$ cat config.mk
export PLATFORM = sky130hd
export DESIGN_NAME = mnist_label_counter
export DESIGN_NICKNAME = d
export VERILOG_FILES = /design/src/rtl/mnist_test_pkg.sv /design/src/rtl/mnist_label_counter.sv
export SDC_FILE = /design/constraint.sdc
export NUM_CORES = 1
export LEC_CHECK = 0
export ABC_CLOCK_PERIOD_IN_PS = 980
export BUFFER_PORTS_ARGS = -buffer_cell sky130_fd_sc_hd__buf_4
export CAP_MARGIN = 20
export CORE_AREA = 4 4 41 43
export CTS_CLUSTER_SIZE = 8
export DETAILED_ROUTE_END_ITERATION = 6
export DIE_AREA = 0 0 45 47
export GPL_TIMING_DRIVEN = 0
export HOLD_SLACK_MARGIN = 0.03
export SYNTH_ARGS = -nofsm -noshare
export SYNTH_HDL_FRONTEND = slang
export SYNTH_SLANG_ARGS = --single-unit
$ cat constraint.sdc
create_clock -name clk -period 0.98 [get_ports clk]
set_input_delay 0.196 -clock clk [delete_from_list [all_inputs] [get_ports clk]]
set_output_delay 0.196 -clock clk [all_outputs]
set_load 0.02 [all_outputs]
$ cat src/rtl/mnist_test_pkg.sv
// Shared types and width helpers for the MNIST image checker.
// Holds the FSM state encoding and the fixed bus widths.
package mnist_test_pkg;

    typedef enum logic [2:0] {
        S_IDLE,
        S_STREAM,
        S_WAIT,
        S_CHECK,
        S_GAP,
        S_DONE,
        S_HALT
    } state_t;

    localparam int DATA_W    = 8;
    localparam int LABEL_W   = 4;
    localparam int LAT_W     = 4;
    localparam int GAP_W     = 8;
    localparam int CNT_EXTRA = 8;

    function automatic int width_of(input int n);
        return (n < 2) ? 1 : $clog2(n);
    endfunction

endpackage

$ cat src/rtl/mnist_label_counter.sv
// Modulo-NUM_CLASSES label counter stepped alongside the image number.
// Avoids a divider when deriving the expected label.
module mnist_label_counter
    import mnist_test_pkg::*;
#(
    parameter int NUM_CLASSES = 10
) (
    input  logic               clk,
    input  logic               rst_n,
    input  logic               clr,
    input  logic               inc,
    output logic [LABEL_W-1:0] label
);

    always_ff @(posedge clk or negedge rst_n) begin
        if (!rst_n) begin
            label <= '0;
        end else if (clr) begin
            label <= '0;
        end else if (inc) begin
            if (label == LABEL_W'(NUM_CLASSES - 1))
                label <= '0;
            else
                label <= label + 1'b1;
        end
    end

endmodule

==> results of run 1 <==
## path summary, 6_finish.rpt
path,to,slack [ns],depth (start not counted)
setup / recovery,label[2],-0.12,3
setup reg to reg,label[2],-0.12,3
min in group asynchronous,label[1],0.29,2
hold reg to reg,label[3],0.60,2
max in group asynchronous,label[3],0.58,2
hold / removal,label[1],0.14,2
## worst reg2reg max path, delay by kind of cell, from the launching register on
| kind | cells | cell delay (ns) |
|---|---|---|
| DFF | 1 | 0.47 |
| adders and majority gates | 1 | 0.20 |
| AOI/OAI and AO/OA | 2 | 0.37 |
## cell usage after synthesis
| cell | count |
|---|---|
| a21boi_0 | 1 |
| dfrtp_1 | 4 |
| nand2_2 | 1 |
| nand3b_1 | 3 |
| o21ai_0 | 2 |
| nand2_1 | 2 |
| a211o_1 | 1 |
| ha_1 | 2 |
| nand2b_1 | 2 |
| and4b_1 | 1 |
| inv_1 | 1 |
| a21oi_1 | 3 |
| a21oi_2 | 1 |
## cell families (layout without fill, tap and decap cells)
| logic type | count (synthesis) | in the layout | synth area share |
|---|---|---|---|
| simple gates | 9 | 9 | 0.2474 |
| fa+ha+maj | 2 | 2 | 0.1052 |
| buf+inv | 1 | 14 | 0.01577 |
| flops | 4 | 4 | 0.4211 |
| compound gates | 8 | 8 | 0.2105 |
## repair_timing
action	CTS	global route
hold endpoints to repair	4	0
resized for setup	4	4
buffers inserted	1	0
pin swaps	5	2
setup endpoints to repair	8	8
hold buffers	1	0
## layout by cell type (no fill, tap or decap)
master and instances:
and4b_1 1, o21ai_1 1, dfrtp_1 1, a211o_1 1, clkbuf_4 3, o21ai_2 1, nand2_1 2, a21oi_2 3
ha_4 2, inv_2 1, dfrtp_2 3, a21boi_0 1, nand2b_1 2, buf_4 4, nand2_2 1, clkbuf_1 1
buf_6 4, nand3b_1 3, dlygate4sd3_1 1, a21oi_1 1
## layer usage
metal  global-route usage  up-vias  part of all wire  routed length (um)
li1                     -      112                 -                   -
met1              0.05263      106              0.40                 214
met2              0.09605        7              0.54                 288
met3              0.04598        0             0.053                  28
met4              0.01754        0                 0                   0
met5                    0        -                 0                   0
## per-stage QoR
stage                     setup WS (ns)  instance area [um^2]  cells  hold WS [ns]    util
after floorplan                 -0.1294                 266.5     24      -0.09959       -
after global placement          -0.1190                 337.8     46     -0.008224  0.2596
after detailed placement        -0.1159                 337.8     46     -0.006035  0.2596
after CTS                       -0.1253                 392.9     52        0.1345  0.3019
after global routing            -0.1689                 407.9     52        0.1325  0.3135
final                           -0.1248                 407.9     52        0.1445  0.3135
## final cells by class
| cell class | count | area [um^2] |
|---|---|---|
| fillers | 151 | 893.4 |
| multi-input cells | 19 | 170.2 |
| inverters | 1 | 3.754 |
| repair buffers | 9 | 85.08 |
| flip-flops and latches | 4 | 103.9 |
| well taps | 15 | 18.77 |
| clock buffers | 4 | 26.28 |
## power breakdown
group / leakage, nW / internal (mW) / switching, mW
logic: 0.0927 / 0.0410 / 0.0349
registers: 0.0499 / 0.173 / 0.0150
clock network: 0.0150 / 0.153 / 0.0698
total: 0.158 / 0.367 / 0.120
==> results by group, run 1 <==
Synthesis
  • Post-Syn Area: 237.7 um^2
  • Post-Synthesis Cells: 24
  • Mapped Avg Cell Area: 9.905 um^2
  • Synth Register Bits: 4
  • Distinct cells, synth: 13
  • Synth area leader: dfrtp_1
  • Synth warnings: 0
  • Top-area cell type share of the netlist area: 0.4211
  • Register area share after synthesis: 0.4211
  • Syn nets: 30
  • Top post-synthesis cells by area: dfrtp_1 (42%), ha_1 (11%), nand3b_1 (9.5%)

Flow run
  • Max Cap Viol: 0

Drt
  • DRT antenna net count: 0
  • DRT Pass-1 Iters: 2
  • DRC: 0
  • DR WL/cell: 10.23 um
  • Via Count: between 200 and 250
  • Vias/cell: 4.327
  • Number of DRC markers in iteration 0: 5
  • Post-Route WL: between 500 and 600 um

STA
  • Max-slew violation count: 0
  • Max Clock Skew: 0.002592 ns
  • Hold Vio Cnt, Final: 0
  • Worst Tran Pin Value: between 0.15 and 0.2 ns
  • FMAX: roughly 0.91 GHz
  • Setup violators final: 7
  • RSZ-0062 raised after global routing: true
  • Slew headroom: 0.8746
  • Final worst-path cycle share: 1.127
  • Final setup TNS: -0.5094 ns
  • Final min period: between 1 and 1.5 ns
  • Final WS setup: -0.1248 ns

Worst setup path
  • WS Path Type: reg -> reg
  • Crit-path slowest cell: dfrtp_2
  • Worst path required time: 1.14 ns
  • Worst setup SP type: flip-flop
  • Reg2reg start: label[0]
  • Worst stage delay on the critical path: ~0.47 ns
  • Worst-path fanout max: 7
  • WP data arrival: 1.27 ns
  • Crit end category: flip-flop
  • Worst path bufs/invs: 0
  • Crit path from: label[0]
  • Worst-path cell chain: ha_4 -> a211o_1 -> a21oi_2
  • Worst path top cell family by delay: flip-flops

Place
  • Port bufs: 7
  • Routability congestion estimate: approximately 0.76

CTS
  • Root Buffer: clkbuf_4
  • Clock transition at path regs: 0.04 ns
  • Clock sink count: 4
  • Worst-Skew Late Latency: around 0.23 ns
  • Total CTS buffers: 3
  • CTS tree: done
  • H-tree levels: 1
  • Max Buffers Root-to-Sink: 2

Layout
  • Max reg flops: 4
  • Area grow syn2layout: 71.58%
  • Layout net count: 44
  • Biggest regs: label: 4 flops
  • Largest register by flop count: label
  • Share of cells above drive strength 1: 0.5946
  • Antenna Cells: 0

GRT
  • Grt ovf: 0
  • Tot GR Track Use: 0.05701
  • Largest net degree at the start of global routing: 8
  • Vias in the first global route: ~220
  • First-pass GRT wire length: 828 um
  • Initial antenna violation count: 0

Run status
  • Outcome: complete, but fails checks
  • Failing checks: setup timing

Die
  • Die Area: 0.002115 mm^2
  • Area of the core: around 0.0013 mm^2
  • Initial Utilization: 0.1827
  • Width of the die: ~45 um
  • DIE HEIGHT: roughly 47 um
  • Top Ports: 8
  • Cell Rows: 13

Power
  • Tot Pwr: around 500 uW
  • PD cells: roughly 1200 mW/mm^2
  • Max VDD drop: 0.8435 mV
  • Leakage: 0.1576 nW

Hold path
  • Hold WC Path Type: in -> reg
  • Hold_sp: clr
Power figures use the tool's default switching activity.
==> inputs of run 2 (changes only) <==
Settings changed: ABC_CLOCK_PERIOD_IN_PS 980 to 1200.
Clock period 0.98 ns to 1.2 ns, I/O delays scaled along.
==> run 2 against run 1 <==
  * The flow now finishes without violations
  * Utilization fell by 3.3 points
  * Sequential power fell by 21%
  * Wire length rose by 5.5%
  * First-iteration DRC count fell by 60%
  * Hold slack improved by 0.041 ns
  * Critical path depth did not move
  * Sequential share of layout area rose by 2.6 points
  * Clock power fell by 16%
  * Largest cell class unchanged
  * Largest power group unchanged
  * Highest routed layer is now met4
==> results by group, run 2 (synthesized netlist as in run 1, its figures left out) <==
Place
  • DP Wirelength: about 400 um
  • Worst slack at placement: 0.01742 ns (+0.1333 ns)
  • Port bufs: 7 (unchanged)
  • Cells after DPL: 46 (unchanged)
  • Routability congestion estimate: 0.7049 (-6.7%)

Drt
  • Number of DRC markers in iteration 0: 2 (-3)
  • Post-Route WL: 561 um (+5.5%)
  • Via Count: 223 (-0.89%)
  • DRT Pass-1 Iters: 2 (unchanged)
  • Metal3 WL: 31 um (+11%)
  • M1 wire length: 243 um (+14%)
  • Highest metal used: met4
  • DRC: 0 (unchanged)
  • Vias/cell: 4.208 (-2.8%)
  • DRT antenna net count: 0 (unchanged)
  • WL met2: 267 um (-7.3%)
  • DR WL/cell: 10.58 um (+3.5%)

Die
  • Area of the core: 0.001301 mm^2 (unchanged)
  • Initial Utilization: 0.1827 (unchanged)
  • Width of the die: 45 um (unchanged)
  • Die Area: 0.002115 mm^2 (unchanged)
  • DIE HEIGHT: 47 um (unchanged)
  • Top Ports: 8 (unchanged)
  • Cell Rows: 13 (unchanged)

Power
  • Clock power frac: 0.475 (+0.017)
  • Power Internal: 297.6 uW (-19%)
  • Tot Pwr: 393.2 uW (-19%)
  • P_sw: 95.59 uW (-20%)
  • Max VDD drop: 0.4778 mV (-43%)
  • Switching Fraction: 0.2431 (-0.002652)
  • PD cells: 1076 mW/mm^2 (-9.8%)
  • Combinational cell fraction of total power: 0.147 (-0.009)
  • Seq pwr share: 0.378 (-0.008)
  • Leakage: 0.1584 nW (+0.49%)

CTS
  • Root Buffer: clkbuf_4
  • CTS tree: done
  • Clock sink count: 4 (unchanged)
  • Total CTS buffers: 3 (unchanged)
  • Worst-Skew Late Latency: 0.24 ns (about the same)
  • Clock transition at path regs: 0.04 ns (about the same)
  • H-tree levels: 1 (unchanged)
  • Max Buffers Root-to-Sink: 2 (unchanged)

STA
  • Final worst-path cycle share: 0.9417 (-0.1856)
  • Max Clock Skew: 0.008972 ns (+0.006380 ns)
  • Final min period: 1.130 ns (+0.02525 ns)
  • Final setup TNS: 0 ns (+0.5094 ns)
  • RSZ-0062 raised after global routing: false
  • Final WS setup: 0.06997 ns (+0.1948 ns)
  • Max-slew violation count: 0 (unchanged)
  • Worst Tran Pin Value: 0.1697 ns (-0.01840 ns)
  • Hold Vio Cnt, Final: 0 (unchanged)
  • Slew headroom: 0.8868 (+0.01227)
  • FMAX: 0.8849 GHz (-2.2%)
  • Setup violators final: 0 (-7)

Worst setup path
  • WP data arrival: 1.29 ns (+0.02 ns)
  • Worst path top cell family by delay: flip-flops
  • Worst setup SP type: flip-flop
  • Worst stage delay on the critical path: 0.43 ns (-0.04 ns)
  • Worst path bufs/invs: 0 (unchanged)
  • Worst-path fanout max: 5 (-2)
  • Worst path required time: 1.36 ns (+0.22 ns)
  • Worst-path cell chain: ha_2 -> a211o_1 -> a21oi_2
  • WS Path Type: reg -> reg
  • Crit-path slowest cell: dfrtp_2
  • Crit end category: flip-flop

Layout
  • Area grow syn2layout: 53.68%
  • Commonest non-fill, non-tap cell in the layout: buf_4
  • Most frequent cells in the layout: buf_4 (9), nand3b_1 (3), a21oi_1 (3), clkbuf_4 (3)
  • Layout net count: 45 (+2.3%)
  • Antenna Cells: 0 (unchanged)
  • Share of cells above drive strength 1: 0.4474 (-0.1472)
  • Biggest regs: label: 4 flops
  • Finished Layout Cells: 53 (+1.9%)
  • Fill count: 153 (+1.3%)
  • Largest register by flop count: label
  • Fin util: 0.2808 (-0.03269)
  • Max reg flops: 4 (unchanged)

Run status
  • Outcome: finished clean

Hold path
  • Hold WC Path Type: in -> reg

GRT
  • Vias in the first global route: 213 (-2.7%)
  • Grt ovf: 0 (unchanged)
  • Initial antenna violation count: 0 (unchanged)
  • Largest net degree at the start of global routing: 8 (unchanged)
  • First-pass GRT wire length: 903 um (+9.1%)
  • Tot GR Track Use: 0.06661 (+0.009607)

Flow run
  • Max Cap Viol: 0 (unchanged)
## run 2: cell types whose count changed in the layout (fill, tap and decap cells not counted), moves of 2 or more
cell,change
buf_4,+5
buf_6,-4
a21oi_1,+2
a21oi_2,-2
ha_4,-2
o21ai_0,+2
## run 2: area by class of cell
class                      instances  area, um^2  share of cell area
sequential                         4       102.6              0.2808
inverter                           1       3.754             0.01027
multi-input combinational         19       136.4              0.3733
clock buffer                       4       26.28             0.07192
tap                               15       18.77             0.05137
timing repair buffer              10       77.57              0.2123
## run 2: worst paths after layout
path	cells after the start	from	end	slack [ns]
worst max-delay path	3	label[0]	label[2]	0.07
worst min-delay path	2	clr	label[1]	0.19
worst max register to register	3	label[0]	label[2]	0.07
worst min register to register	2	label[2]	label[2]	0.59
max in group asynchronous	2	rst_n	label[3]	0.75
min in group asynchronous	2	rst_n	label[0]	0.34
## run 2: stage by stage
stage | cell area [um^2] | hold WS, ns
final | 365.4 | 0.1857
after global routing | 365.4 | 0.1733
after CTS | 362.8 | 0.1808
after detailed placement | 311.5 | 0.03598
after global placement | 311.5 | 0.03547
after floorplan | 240.2 | -0.05559
## run 2: metal layers
layer	global-route usage	vias up
met5	0	-
met2	0.09322	6
met4	0.08772	0
met1	0.06437	101
li1	-	114
met3	0.03065	2
## run 2: power groups by stage
stage | Combinational, mW | Sequential, mW | Clock [mW]
final | 0.0578 | 0.149 | 0.187
after detailed placement | 0.0475 | 0.151 | 0
after global routing | 0.0632 | 0.150 | 0.211
after CTS | 0.0575 | 0.149 | 0.196
after floorplan | 0.0159 | 0.155 | 0
after global placement | 0.0465 | 0.151 | 0
## run 2: what timing repair did
item,in CTS,in global routing
pin swaps,0,2
gates resized for setup,0,1
gates cloned,0,0
setup buffers,2,0
hold buffers,1,0
endpoints found under the hold margin,4,0
endpoints found under the setup margin,1,3
==> inputs of run 3 (changes only) <==
Settings changed: ABC_AREA from default to 1.
==> run 3 against run 2 <==
  * Clock power fell by 13%
  * Synthesized area up 8.4%
  * Combinational power is 0.7% higher
  * Synthesized cell count is 58% higher
  * Via count up 18%
  * Critical path type is now reg -> out
  * Final cell count is 21% higher
  * First-iteration DRC count increased by 50%
  * Maximum frequency up 3.2%
  * Hold slack improved by 0.096 ns
  * Clock skew is 0.0079 ns lower
  * Count of clock-buffer cells in the layout decreased by 1
  * Wire length down 7.0%
==> results by group, run 3 <==
Place
  • Port bufs: 7 (unchanged)
  • DP Wirelength: 396.1 um (-0.85%)
  • Worst slack at placement: 0.09109 ns (+0.07366 ns)
  • Cells after DPL: 60 (+30%)
  • Routability congestion estimate: 0.6788 (-3.7%)
  • DP Area: 329.1 um^2 (+5.6%)

GRT
  • Tot GR Track Use: 0.07211 (+0.005494)
  • Vias in the first global route: 226 (+6.1%)
  • Grt ovf: 0 (unchanged)
  • Largest net degree at the start of global routing: 8 (unchanged)
  • First-pass GRT wire length: 979 um (+8.4%)
  • Initial antenna violation count: 0 (unchanged)

CTS
  • Clock sink count: 4 (unchanged)
  • Worst-Skew Late Latency: 0.23 ns (about the same)
  • H-tree levels: 1 (unchanged)
  • Max Buffers Root-to-Sink: 2 (unchanged)
  • Total CTS buffers: 3 (unchanged)
  • CTS tree: done
  • Clock transition at path regs: 0.04 ns (about the same)
  • Root Buffer: clkbuf_4

Die
  • DIE HEIGHT: 47 um (unchanged)
  • Cell Rows: 13 (unchanged)
  • Area of the core: 0.001301 mm^2 (unchanged)
  • Die Area: 0.002115 mm^2 (unchanged)
  • Top Ports: 8 (unchanged)
  • Initial Utilization: 0.1981 (+0.01538)
  • Width of the die: 45 um (unchanged)

STA
  • Hold Vio Cnt, Final: 0 (unchanged)
  • Max-slew violation count: 0 (unchanged)
  • Setup violators final: 0 (unchanged)
  • Final worst-path cycle share: 0.9122 (-0.02953)
  • Final min period: 1.095 ns (-0.03543 ns)
  • Fin Hold WS: 0.2820 ns (+0.09636 ns)
  • RSZ-0062 raised after global routing: false
  • Max Clock Skew: 0.001027 ns (-0.007945 ns)
  • FMAX: 0.9136 GHz (+3.2%)
  • Worst Tran Pin Value: 0.2147 ns (+0.04502 ns)
  • Final setup TNS: 0 ns (unchanged)
  • Slew headroom: 0.8567 (-0.03017)
  • Final WS setup: 0.1054 ns (+0.03543 ns)

Worst setup path
  • Worst setup SP type: flip-flop
  • Worst-path fanout max: 7 (+2)
  • WP data arrival: 0.85 ns (-0.44 ns)
  • Worst path bufs/invs: 1 (+1)
  • Worst stage delay on the critical path: 0.44 ns (about the same)
  • Reg2reg start: label[0]
  • R2R depth: 6 (+3)
  • Worst path required time: 0.96 ns (-0.40 ns)
  • Worst-path cell chain: buf_4
  • Setup slack, reg-to-reg: 0.11 ns (+0.04 ns)
  • Reg2reg end: label[3]
  • Worst path top cell family by delay: flip-flops
  • WS Path Type: reg -> out
  • Crit-path slowest cell: dfrtp_1
  • Crit end category: output pin
  • Crit path from: label[2]

Layout
  • Fin util: 0.2798 (-0.0009610)
  • Biggest regs: label: 4 flops
  • Final Cell Area: 364.1 um^2 (-0.34%)
  • Multi-input logic area: 127.6 um^2 (-6.4%)
  • Fill count: 147 (-3.9%)
  • Share of cells above drive strength 1: 0.2857 (-0.1617)
  • Largest register by flop count: label
  • Area grow syn2layout: 41.26%
  • Commonest non-fill, non-tap cell in the layout: nand2_1
  • Finished Layout Cells: 64 (+21%)
  • Most frequent cells in the layout: nand2_1 (14), inv_1 (8), buf_4 (7)
  • Layout net count: 57 (+27%)
  • FF+latch area: 102.6 um^2 (unchanged)
  • Antenna Cells: 0 (unchanged)
  • Max reg flops: 4 (unchanged)

Hold path
  • Hold Path Depth: 4 (+2)
  • Hold_sp: inc
  • Hold WC Path Type: in -> reg
  • WHS Endpoint: label[1]

Synthesis
  • Synth async-reset ratio: 1.000 (unchanged)
  • Distinct cells, synth: 9 (-4)
  • Most common cell in the netlist: nand2_1
  • Top post-synthesis cells by area: dfrtp_1 (39%), nand2_1 (20%), inv_1 (12%)
  • Synth cell count leaders: nand2_1 (14), inv_1 (8), dfrtp_1 (4)
  • Post-Synthesis Cells: 38 (+58%)
  • Synth Register Bits: 4 (unchanged)
  • Syn nets: 44 (+47%)
  • Synth warnings: 0 (unchanged)
  • Register area share after synthesis: 0.3883 (-0.03270)
  • Synth area leader: dfrtp_1
  • Post-Syn Area: 257.7 um^2 (+8.4%)
  • Mapped Avg Cell Area: 6.783 um^2 (-32%)
  • Top-area cell type share of the netlist area: 0.3883 (-0.03270)
  • Ys flop type: dfrtp_1
  • Number of synthesized flops with an enable pin: 0 (unchanged)

Power
  • Clock power frac: 0.433 (-0.042)
  • Switching Fraction: 0.2487 (+0.005558)
  • Combinational cell fraction of total power: 0.155 (+0.008)
  • Leakage: 0.1964 nW (+24%)
  • PD cells: 1030 mW/mm^2 (-4.3%)
  • Tot Pwr: 375.0 uW (-4.6%)
  • Seq pwr share: 0.412 (+0.034)
  • Max VDD drop: 0.6565 mV (+37%)
  • Power Internal: 281.8 uW (-5.3%)
  • P_sw: 93.25 uW (-2.4%)

Drt
  • DRC: 0 (unchanged)
  • Number of DRC markers in iteration 0: 3 (+1)
  • DRT Pass-1 Iters: 2 (unchanged)
  • Via Count: 264 (+18%)
  • DRT antenna net count: 0 (unchanged)
  • Post-Route WL: 522 um (-7.0%)
  • DR WL/cell: 8.156 um (-23%)
  • Vias/cell: 4.125 (-2.0%)

Flow run
  • Max Cap Viol: 0 (unchanged)

Run status
  • Outcome: finished clean
## run 3: worst max-delay path by stage
stage                          end  slack (ns)  cells past startpoint
after floorplan           label[3]        0.05                      6
after global placement    label[1]        0.09                      6
after detailed placement  label[3]        0.09                      6
after CTS                 label[3]        0.08                      6
after global routing      label[3]        0.01                      6
final                     label[2]        0.11                      1
## run 3: cell type report
class	instances	area share
flip-flops and latches	4	0.2818
multi-input cells	26	0.3505
well taps	15	0.05155
repair buffers	8	0.1718
inverters	8	0.08247
clock buffers	3	0.06186
## run 3: repair_timing
item / in CTS / in global routing
resized for setup: 0 / 2
buffers inserted: 0 / 0
endpoints found under the setup margin: 0 / 3
hold buffers: 1 / 0
endpoints found under the hold margin: 4 / 0
## run 3: per-layer routing
metal	vias to the layer above	track usage	share of wire
met1	118	0.09404	0.48
li1	136	-	-
met2	10	0.08192	0.40
met4	0	0.01754	0
met3	0	0.06897	0.12
met5	-	0	0
## run 3: power by group through the flow
stage | Combinational [mW] | Clock [mW] | Sequential (mW)
2_1_floorplan | 0.0226 | 0 | 0.161
3_3_place_gp | 0.0562 | 0 | 0.155
3_5_place_dp | 0.0566 | 0 | 0.155
4_1_cts | 0.0595 | 0.170 | 0.154
5_1_grt | 0.0677 | 0.193 | 0.157
6_report | 0.0582 | 0.162 | 0.155
## run 3: cells by family (layout without fill, tap and decap cells)
kind of cell,count (synthesis),after routing,synth area share
compound gates,2,2,0.03884
fa+ha+maj,2,2,0.09707
buf+inv,8,19,0.1165
flops,4,4,0.3884
simple gates,22,22,0.3592
